### src/rtl/shreg256_ctrl.sv
// Sequencer for a WORDS x DW circular shift chain: word-serial load, non-destructive unload,
// rotate by N words and clear. Define SHREG_CTRL_CLR_EN to build the CLR state for op 11.
module shreg256_ctrl #(
  parameter int unsigned WORDS = 8,
  parameter int unsigned DW    = 32,
  parameter int unsigned AW    = $clog2(WORDS)
) (
  input  logic          clk,
  input  logic          rst_n,
  input  logic          cmd_valid,
  output logic          cmd_ready,
  input  logic [1:0]    cmd_op,
  input  logic [AW-1:0] cmd_amt,
  input  logic          in_valid,
  output logic          in_ready,
  input  logic [DW-1:0] in_data,
  output logic          out_valid,
  input  logic          out_ready,
  output logic [DW-1:0] out_data,
  output logic          sr_we,
  output logic [DW-1:0] sr_din,
  input  logic [DW-1:0] sr_dout,
  output logic          busy,
  output logic          done,
  output logic          err
);

  localparam logic [AW-1:0] LastCnt  = AW'(WORDS - 1);
  localparam logic [1:0]    OpLoad   = 2'b00;
  localparam logic [1:0]    OpUnload = 2'b01;
  localparam logic [1:0]    OpRotate = 2'b10;
  localparam logic [1:0]    OpClear  = 2'b11;

`ifdef SHREG_CTRL_CLR_EN
  typedef enum logic [2:0] {StIdle, StLoad, StUnload, StRot, StClr} state_e;
`else
  typedef enum logic [2:0] {StIdle, StLoad, StUnload, StRot} state_e;
`endif

  state_e        r_state, w_state_d;
  logic [AW-1:0] r_cnt, w_cnt_d;
  logic [AW-1:0] r_amt, w_amt_d;
  logic          r_done, w_done_d;
  logic          r_err, w_err_d;
  logic [AW-1:0] w_cnt_inc;

  assign w_cnt_inc = r_cnt + AW'(1);

  always_ff @(posedge clk or negedge rst_n) begin
    if (!rst_n) begin
      r_state <= StIdle;
      r_cnt   <= '0;
      r_amt   <= '0;
      r_done  <= 1'b0;
      r_err   <= 1'b0;
    end else begin
      r_state <= w_state_d;
      r_cnt   <= w_cnt_d;
      r_amt   <= w_amt_d;
      r_done  <= w_done_d;
      r_err   <= w_err_d;
    end
  end

  always_comb begin
    w_state_d = r_state;
    w_cnt_d   = r_cnt;
    w_amt_d   = r_amt;
    w_done_d  = 1'b0;
    w_err_d   = 1'b0;
    cmd_ready = 1'b0;
    in_ready  = 1'b0;
    out_valid = 1'b0;
    out_data  = '0;
    sr_we     = 1'b0;
    sr_din    = '0;

    case (r_state)
      StIdle: begin
        cmd_ready = 1'b1;
        if (cmd_valid) begin
          w_cnt_d = '0;
          w_amt_d = cmd_amt;
          unique case (cmd_op)
            OpLoad:   w_state_d = StLoad;
            OpUnload: w_state_d = StUnload;
            OpRotate: begin
              // Zero-word rotate completes without ever leaving IDLE.
              if (cmd_amt == '0) w_done_d  = 1'b1;
              else               w_state_d = StRot;
            end
            OpClear: begin
`ifdef SHREG_CTRL_CLR_EN
              w_state_d = StClr;
`else
              w_done_d = 1'b1;
              w_err_d  = 1'b1;
`endif
            end
          endcase
        end
      end

      StLoad: begin
        in_ready = 1'b1;
        if (in_valid) begin
          sr_we   = 1'b1;
          sr_din  = in_data;
          w_cnt_d = w_cnt_inc;
          if (r_cnt == LastCnt) begin
            w_state_d = StIdle;
            w_done_d  = 1'b1;
          end
        end
      end

      StUnload: begin
        out_valid = 1'b1;
        out_data  = sr_dout;
        // Recirculating the tail keeps the chain intact after WORDS transfers.
        if (out_ready) begin
          sr_we   = 1'b1;
          sr_din  = sr_dout;
          w_cnt_d = w_cnt_inc;
          if (r_cnt == LastCnt) begin
            w_state_d = StIdle;
            w_done_d  = 1'b1;
          end
        end
      end

      StRot: begin
        sr_we   = 1'b1;
        sr_din  = sr_dout;
        w_cnt_d = w_cnt_inc;
        if (w_cnt_inc == r_amt) begin
          w_state_d = StIdle;
          w_done_d  = 1'b1;
        end
      end

`ifdef SHREG_CTRL_CLR_EN
      StClr: begin
        sr_we   = 1'b1;
        w_cnt_d = w_cnt_inc;
        if (r_cnt == LastCnt) begin
          w_state_d = StIdle;
          w_done_d  = 1'b1;
        end
      end
`endif

      default: w_state_d = StIdle;
    endcase
  end

  assign busy = (r_state != StIdle);
  assign done = r_done;
  assign err  = r_err;

endmodule

### config.mk
export PLATFORM = sky130hd
export DESIGN_NAME = shreg256_ctrl
export DESIGN_NICKNAME = d
export VERILOG_FILES = /design/src/rtl/shreg256_ctrl.sv
export SDC_FILE = /design/constraint.sdc
export NUM_CORES = 1
export LEC_CHECK = 0
export CAP_MARGIN = 40
export CORE_AREA = 2 2 75 77
export CTS_BUF_LIST = sky130_fd_sc_hd__clkbuf_16
export DETAILED_ROUTE_END_ITERATION = 7
export DIE_AREA = 0 0 77 79
export PLACE_DENSITY = 0.81
export SYNTH_ARGS = -nofsm -noshare
export SYNTH_HDL_FRONTEND = slang
export SYNTH_SLANG_ARGS = --single-unit
### constraint.sdc
create_clock -name clk -period 2.05 [get_ports clk]
set_input_delay 0.3075 -clock clk [delete_from_list [all_inputs] [get_ports clk]]
set_output_delay 0.3075 -clock clk [all_outputs]
set_load 0.02 [all_outputs]
### After elaboration in Yosys (flattened, before gate mapping)

Cells that the tools add are included.

* $add $sub $neg: 1
* equal/unequal tests: 14
* muxes and demuxes: 33
* reductions and logical operators: 8

Operator list (number)
* 32-bit 2-to-1 mux: 3
* 32-bit one-hot mux with 3 select lines: 1
* 3-bit 2-to-1 mux: 9
* 3-bit one-hot mux with 4 select lines: 2
* 1-bit 2-to-1 mux: 14
* 3-bit one-hot mux with 3 select lines: 1
* 2-bit != test, second input constant: 4
* 3-bit by 2-bit == test with 1-bit output, second input constant: 2
* 3-bit zero test: 2
* 6-bit AND reduction: 1
* 2-bit == test, second input constant: 2
* 4-bit by 1-bit != test with 1-bit output, second input constant: 1
* 1-bit one-hot mux with 4 select lines: 1
* 4-bit AND reduction: 1
* 4-bit nonzero test: 1
* 3-bit by 1-bit adder with 3-bit output, second input constant: 1
* 3-bit by 1-bit == test with 1-bit output, second input constant: 1
* 3-bit == test: 1
* 3-bit == test, second input constant: 1
* 3-bit != test, second input constant: 1
* 1-bit one-hot mux with 3 select lines: 1
* 3-bit nonzero test: 1
* 2-bit by 1-bit == test with 1-bit output, second input constant: 1
* 2-bit zero test: 1
* other kinds (2): 2

* register bits: 11
* output and inout port bits: 71

### Longest topological paths before layout

Gate-level depths: netlist of run 1.

* depth in word-level cells: 5
* gate-level depth with buffers: 7
* mapped depth without buffers: 6

### Least setup slack after synthesis of run 1

Ideal clock, no wire load.

* path kind: reg2out
* start: register r_state[0]
* end: output sr_din[12]
* arrival: 1.818 ns
* required time: 1.742 ns
* path slack: -0.076 ns
* stages on the path, launching flop included: 8
* cell sequence: dfrtp_1 > inv_1 > ha_1 > clkbuf_1 > a21o_1 > buf_2 > a22oi_1 > nor2_1

* word-level cells in the longest chain between the ends: 2
* elaborated cells on any way between the ends: 4
* those cells by class: eq/ne (3); mux (1)

Ends and longest elaborated chain
* start: declaration: RTL line 40 `state_e r_state, w_state_d;`
* start signal: assignment: RTL line 51 `r_state <= StIdle;`
* start signal: assignment: RTL line 57 `r_state <= w_state_d;`
* 3-bit by 2-bit == test with 1-bit output / 3-bit by 1-bit == test with 1-bit output (equally long branches): RTL line 78 `case (r_state)`
* 32-bit one-hot mux with 3 select lines (*): RTL line 78
* end: declaration: RTL line 21 `output logic [DW-1:0] sr_din,`

Every way passes the cells marked *; elsewhere a longest branch is shown, timed or not.

### Final worst setup path of run 1

* start: register r_state[1]
* end: output sr_din[8]

The elaborated chain is that of the path after synthesis.

==> results of run 1 <==
==> metal layers <==
layer | routed length (µm) | global-route usage (%) | vias to the layer above
li1 | - | - | 946
met1 | 2610 | 22.2 | 939
met2 | 3760 | 40.6 | 99
met3 | 468 | 3.75 | 11
met4 | 124 | 6.61 | 0
met5 | 0 | 0 | -
==> registers in the layout, indices dropped and copies added, names as in the netlist <==
register	flops
r_amt	3
r_cnt	3
r_state	2
done	1
err	1
==> area by class of cell <==
type	instances	share of cell area, %
Multi-Input combinational cell	150	38.5
Clock buffer	3	2.28
Sequential cell	10	7.63
Tap cell	72	2.73
Timing Repair Buffer	168	48.1
Inverter	6	0.683
==> report_power, final <==
part           internal, mW  leakage (nW)  switching [mW]
clock                 0.253        0.0370          0.0946
sequential            0.281         0.126          0.0675
combinational          1.39          1.36            1.60
==> cells in the mapped netlist <==
master	n	share of area, %
o31a_1	1	0.65
clkbuf_1	10	2.8
o211ai_1	1	0.56
inv_1	6	1.7
dfrtp_1	10	19
nand2b_1	4	1.9
nand2_1	3	0.84
and3_1	3	1.4
xor2_2	1	1.2
and2_1	33	15
xnor2_1	1	0.65
ha_1	10	9.4
nor2_1	37	10
mux2_1	3	2.5
or2_1	1	0.47
o2111ai_1	1	0.65
nor4b_1	1	0.65
mux2_2	4	3.4
a22oi_1	32	18
nor3_1	2	0.75
buf_2	3	1.1
nor4_1	3	1.4
buf_1	3	0.84
nor2b_1	2	0.94
or2_2	1	0.47
xor2_1	1	0.65
nand3_1	2	0.75
a21o_1	1	0.56
a211o_1	2	1.3
==> through the flow <==
stage               area, µm²  hold slack [ps]  utilization (%)  power (mW)  worst slack [ps]
CTS                      3160              413             59.2        3.48              -106
finish                   3300              396             61.8        3.68             -25.3
global placement         3060              474             57.3        3.07              -226
detailed placement       3060              490             57.3        3.11              -261
global route             3300              432             61.8        3.91             -86.2
floorplan                1420             11.9                -        1.89              1.64
==> critical path: stages (launching register included) <==
cell,delay (ps)
dfrtp_2,430
ha_1,230
a21o_4,240
clkbuf_16,180
a22oi_1,210
nor2_1,60
buf_2,160
==> what timing repair did <==
| item | 4_1_cts | 5_1_grt |
|---|---|---|
| cloned | 2 | 4 |
| pin swaps | 0 | 9 |
| buffers inserted | 1 | 0 |
| gates resized for setup | 197 | 18 |
| endpoints found under the setup margin | 68 | 37 |
==> worst max-delay path by stage <==
stage                    start          to  slack (ps)  cells after the start
floorplan           r_state[0]  sr_din[12]           2                      7
global placement     out_ready  sr_din[29]        -230                      6
detailed placement   out_ready   sr_din[7]        -260                      6
CTS                 r_state[0]  sr_din[21]        -110                      7
global route        r_state[1]   sr_din[8]         -90                      6
finish              r_state[1]   sr_din[8]         -30                      6
==> kinds of logic after synthesis <==
family | after synthesis
multiplexers | 7
buffers and inverters | 22
XOR/XNOR | 3
AO/OA/AOI/OAI | 38
adder cells (fa/ha/maj) | 10
flip-flops | 10
AND/OR/NAND/NOR | 92
==> reports/metrics.cfg, run 1 <==
[clock_tree]
cts_hold_buf=0
numClockSinks=10
cts_buffers=3
h-tree-depth=1
cts_tree=done
clk_latency_ps=240
clk_pin_slew_worst_paths_ps=40
cts_root_buf=clkbuf_16
cts_buffer_depth=2

[logic_synthesis]
ys_ff_latch=10
synth_fp_nets=266
synth_top_family_by_area=simple AND/OR/NAND/NOR gates
muxShareOfSynthArea_pct=5.89
synth.distinct_cells=29
synthSimpleGateAreaFrac_pct=35.4
avgSynthCellArea_um2=7.35
synth_xor_xnor_area_share_pct=2.53
syn_area_um2=1340
syn_inst=182
synth_compound_area_share_pct=21.7
yosysSeqAreaShare_pct=18.7
yosysWarnings=0
synthAdderAreaFrac_pct=9.35

[final_layout]
layout_common_cells=clkdlybuf4s50_1 (76), dlygate4sd2_1 (35), and2_1 (32), a22oi_2 (31)
fillerInstances=477
antenna_cells=0
stdcell_count=409
nets=423
multi_input_area_um2=1270
seq_area_um2=251
syn2layout_area_growth_pct=147
drive_above_1_share_pct=40.1
final_common_cell=clkdlybuf4s50_1

[floorplanning]
die_area_um2=6080
start_util_pct=25.1
pin_count=145
die-width_um=77
core_area_um2=5340
num_rows=27
die_h_um=79

[power]
power_density_nw_per_um2=1120
max-vdd-ir-drop_mv=0.776
leakage_nw=1.52

[sta]
fin_ws_ps=-25.3
setup-violations-final=1
rsz0062_at_grt=true
max-slew-margin-rel_pct=68.2
fin_crit_sh_pct=101
skew_ps=2.17
period_needed_ps=2080
fin_setup_tns_ps=-25.3
drv_slew=0
worstMarginPinSlew_ps=476
hold_viol_final=0
clock.fmax_mhz=482

[global_route]
grt_antenna_before_repair=0
grt_pass1_wl_um=10100
first_global_vias=1979
grt_overflow=0
track_usage_pct=20.7
grt_max_degree=37

[place]
place_inst=399
gp_congestion=0.729
dpl.hpwl_um=4770
numPortBuffers=144

[critical_path]
worstSetupStartpointType=flop
crit_arrival_ps=1770
r2r_slack_ps=90
reg2reg_to=r_state[0]
regToRegStartpoint=r_cnt[0]
crit_type=reg -> out
endpoint_kind=output port
ff2ff_path_depth=6
required_ps=1740
cp_max_fo=8

[routing]
routedWlPerCell_um=17.0
vias_per_cell=4.88
first_iter_violations=58
vias=1995
drt_pass1_iterations=4
drc_errors=0
routed_wl_um=6960
ant_nets=0

[run_status]
status=complete, but fails checks
failed_checks=negative setup slack

[job]
maxCapViolations=0

[worst_hold_path]
min_path_type=in -> async

(Power assumes the default switching activity.)
==> run 2: changes to the inputs <==
--- a/config.mk
+++ b/config.mk
@@ -10,7 +10,8 @@
 export CTS_BUF_LIST = sky130_fd_sc_hd__clkbuf_16
 export DETAILED_ROUTE_END_ITERATION = 7
 export DIE_AREA = 0 0 77 79
-export PLACE_DENSITY = 0.81
+export HOLD_SLACK_MARGIN = 0.08
+export PLACE_DENSITY = 0.77
 export SYNTH_ARGS = -nofsm -noshare
 export SYNTH_HDL_FRONTEND = slang
 export SYNTH_SLANG_ARGS = --single-unit
==> reports/metrics.cfg, run 2 (synthesis results as in run 1) <==
[run_status]
status=complete, but fails checks
failed_checks=negative setup slack

[clock_tree]
cts_root_buf=clkbuf_16
cts_tree=done
cts_buffer_depth=2  ; unchanged
h-tree-depth=1  ; unchanged
clk_latency_ps=240  ; about the same
numClockSinks=10  ; unchanged
clk_pin_slew_worst_paths_ps=40  ; about the same
cts_hold_buf=0  ; unchanged
cts_buffers=3  ; unchanged

[final_layout]
syn2layout_area_growth_pct=153
nets=425  ; +0.47%
stdcell_count=412  ; +0.73%
final_common_cell=clkdlybuf4s50_1
layout_common_cells=clkdlybuf4s50_1 (76), and2_1 (32), nor2_2 (30), a22oi_2 (29), dlygate4sd2_1 (24)
design_area_um2=3380  ; +2.5%
fillerInstances=480  ; +0.63%
utilization_pct=63.3  ; +1.5 points
drive_above_1_share_pct=40.9  ; +0.82 points
antenna_cells=0  ; unchanged
reg.largest.list=r_amt (3), r_cnt (3), r_state (2)

[sta]
period_needed_ps=2060  ; -18.9 ps
fin_crit_sh_pct=100  ; -0.92 points
hold_viol_final=0  ; unchanged
fin_setup_tns_ps=-6.38  ; +18.9 ps
whs_ps=390  ; -5.87 ps
worstMarginPinSlew_ps=461  ; -15.1 ps
drv_slew=0  ; unchanged
max-slew-margin-rel_pct=69.2  ; +1.0 points
fin_ws_ps=-6.38  ; +18.9 ps
skew_ps=1.78  ; -0.385 ps
rsz0062_at_grt=true
clock.fmax_mhz=486  ; +0.92%
setup-violations-final=1  ; unchanged

[global_route]
track_usage_pct=19.0  ; -1.6 points
grt_max_degree=37  ; unchanged
grt_pass1_wl_um=9340  ; -7.4%
first_global_vias=1896  ; -4.2%
grt_overflow=0  ; unchanged
grt_antenna_before_repair=0  ; unchanged

[floorplanning]
die-width_um=77  ; unchanged
die_h_um=79  ; unchanged
pin_count=145  ; unchanged
num_rows=27  ; unchanged
start_util_pct=25.1  ; unchanged
die_area_um2=6080  ; unchanged
core_area_um2=5340  ; unchanged

[power]
max-vdd-ir-drop_mv=0.721  ; -7.1%
leakage_nw=1.59  ; +4.7%
power_density_nw_per_um2=1110  ; -0.20%

[routing]
drt_pass1_iterations=4  ; unchanged
drc_errors=0  ; unchanged
vias=1987  ; -0.40%
routedWlPerCell_um=15.8  ; -7.1%
first_iter_violations=43  ; -26%
vias_per_cell=4.82  ; -1.1%
ant_nets=0  ; unchanged
routed_wl_um=6510  ; -6.4%

[critical_path]
crit_arrival_ps=1750  ; -20 ps
crit_family=buffers and inverters
crit_type=reg -> out
crit_cells=8  ; +2
worstSetupStartpointType=flop
endpoint_kind=output port
cp_max_fo=8  ; unchanged
crit_top_cell=buf_12
ff2ff_path_depth=6  ; unchanged
cp_num_buf_inv=4  ; +2
crit_chain=inv_2, ha_4, a21o_4, buf_12, buf_12, a22oi_2, nor2_2, buf_6
critPathSlowestCell=dfrtp_2
slowest_delay_ps=420  ; about the same
required_ps=1740  ; about the same

[job]
maxCapViolations=0  ; unchanged

[place]
gp_congestion=0.777  ; +6.6%
placed_area_um2=3080  ; +0.65%
dpl.hpwl_um=4780  ; +0.21%
numPortBuffers=144  ; unchanged
place_inst=400  ; +0.25%

[worst_hold_path]
min_path_type=in -> async

==> run 2: cell count changes in the layout (fill, tap and decap cells not counted), moves of 2 or more <==
cell	change
buf_6	+11
dlygate4sd2_1	-11
buf_2	-9
dlymetal6s2s_1	+6
clkdlybuf4s15_1	+5
a22oi_1	+2
a22oi_2	-2
buf_12	+2
buf_16	-2
clkbuf_16	-2
==> run 2: metrics by stage <==
stage	setup slack [ps]	total power, mW
detailed placement	-279	3.17
global placement	-275	3.12
floorplan	1.64	1.89
CTS	-175	3.54
finish	-6.38	3.77
global route	-49.4	4.00
==> run 2: worst reg2reg max path: stages, from the launching register on <==
cell and delay, ps:
dfrtp_1 380, ha_1 230, ha_4 230, xor2_2 170, o31a_1 280, or2_1 260, a211o_1 300
==> run 2: layout make-up <==
type | count | area (µm²) | share of cell area, %
multi-input cells | 150 | 1290 | 38.2
flip-flops and latches | 10 | 253 | 7.48
inverters | 6 | 22.5 | 0.666
clock inverters | 1 | 3.75 | 0.111
well taps | 72 | 90.1 | 2.67
clock buffers | 3 | 75.1 | 2.22
repair buffers | 170 | 1640 | 48.6
==> run 2: worst paths after layout <==
kind,start,endpoint,slack [ps]
max,r_state[0],sr_din[7],-6
min,rst_n,done,390
max reg2reg,r_cnt[0],r_state[0],80
min reg2reg,r_cnt[1],r_cnt[1],490
max in group asynchronous,rst_n,r_state[0],1320
min in group clk,r_cnt[1],r_cnt[1],490
==> run 2: per-layer routing <==
layer | share of wire [%] | up-vias | GRT usage [%]
met5 | 0 | - | 0
met4 | 2.0 | 0 | 7.32
met3 | 5.5 | 11 | 2.84
met2 | 55 | 81 | 37.3
met1 | 37 | 943 | 20.5
li1 | - | 952 | -
==> run 2: where the power goes <==
group          switching (mW)  leakage, nW  total [mW]  internal (mW)
clock                  0.0925       0.0385       0.348          0.256
sequential             0.0793        0.125       0.362          0.282
combinational            1.59         1.43        3.06           1.47
total                    1.76         1.59        3.77           2.01
==> run 2: timing repair <==
item / 4_1_cts / 5_1_grt
endpoints found under the setup margin: 68 / 39
gates resized for setup: 203 / 38
gates cloned: 0 / 2
setup buffers: 3 / 3
pin swaps: 7 / 5
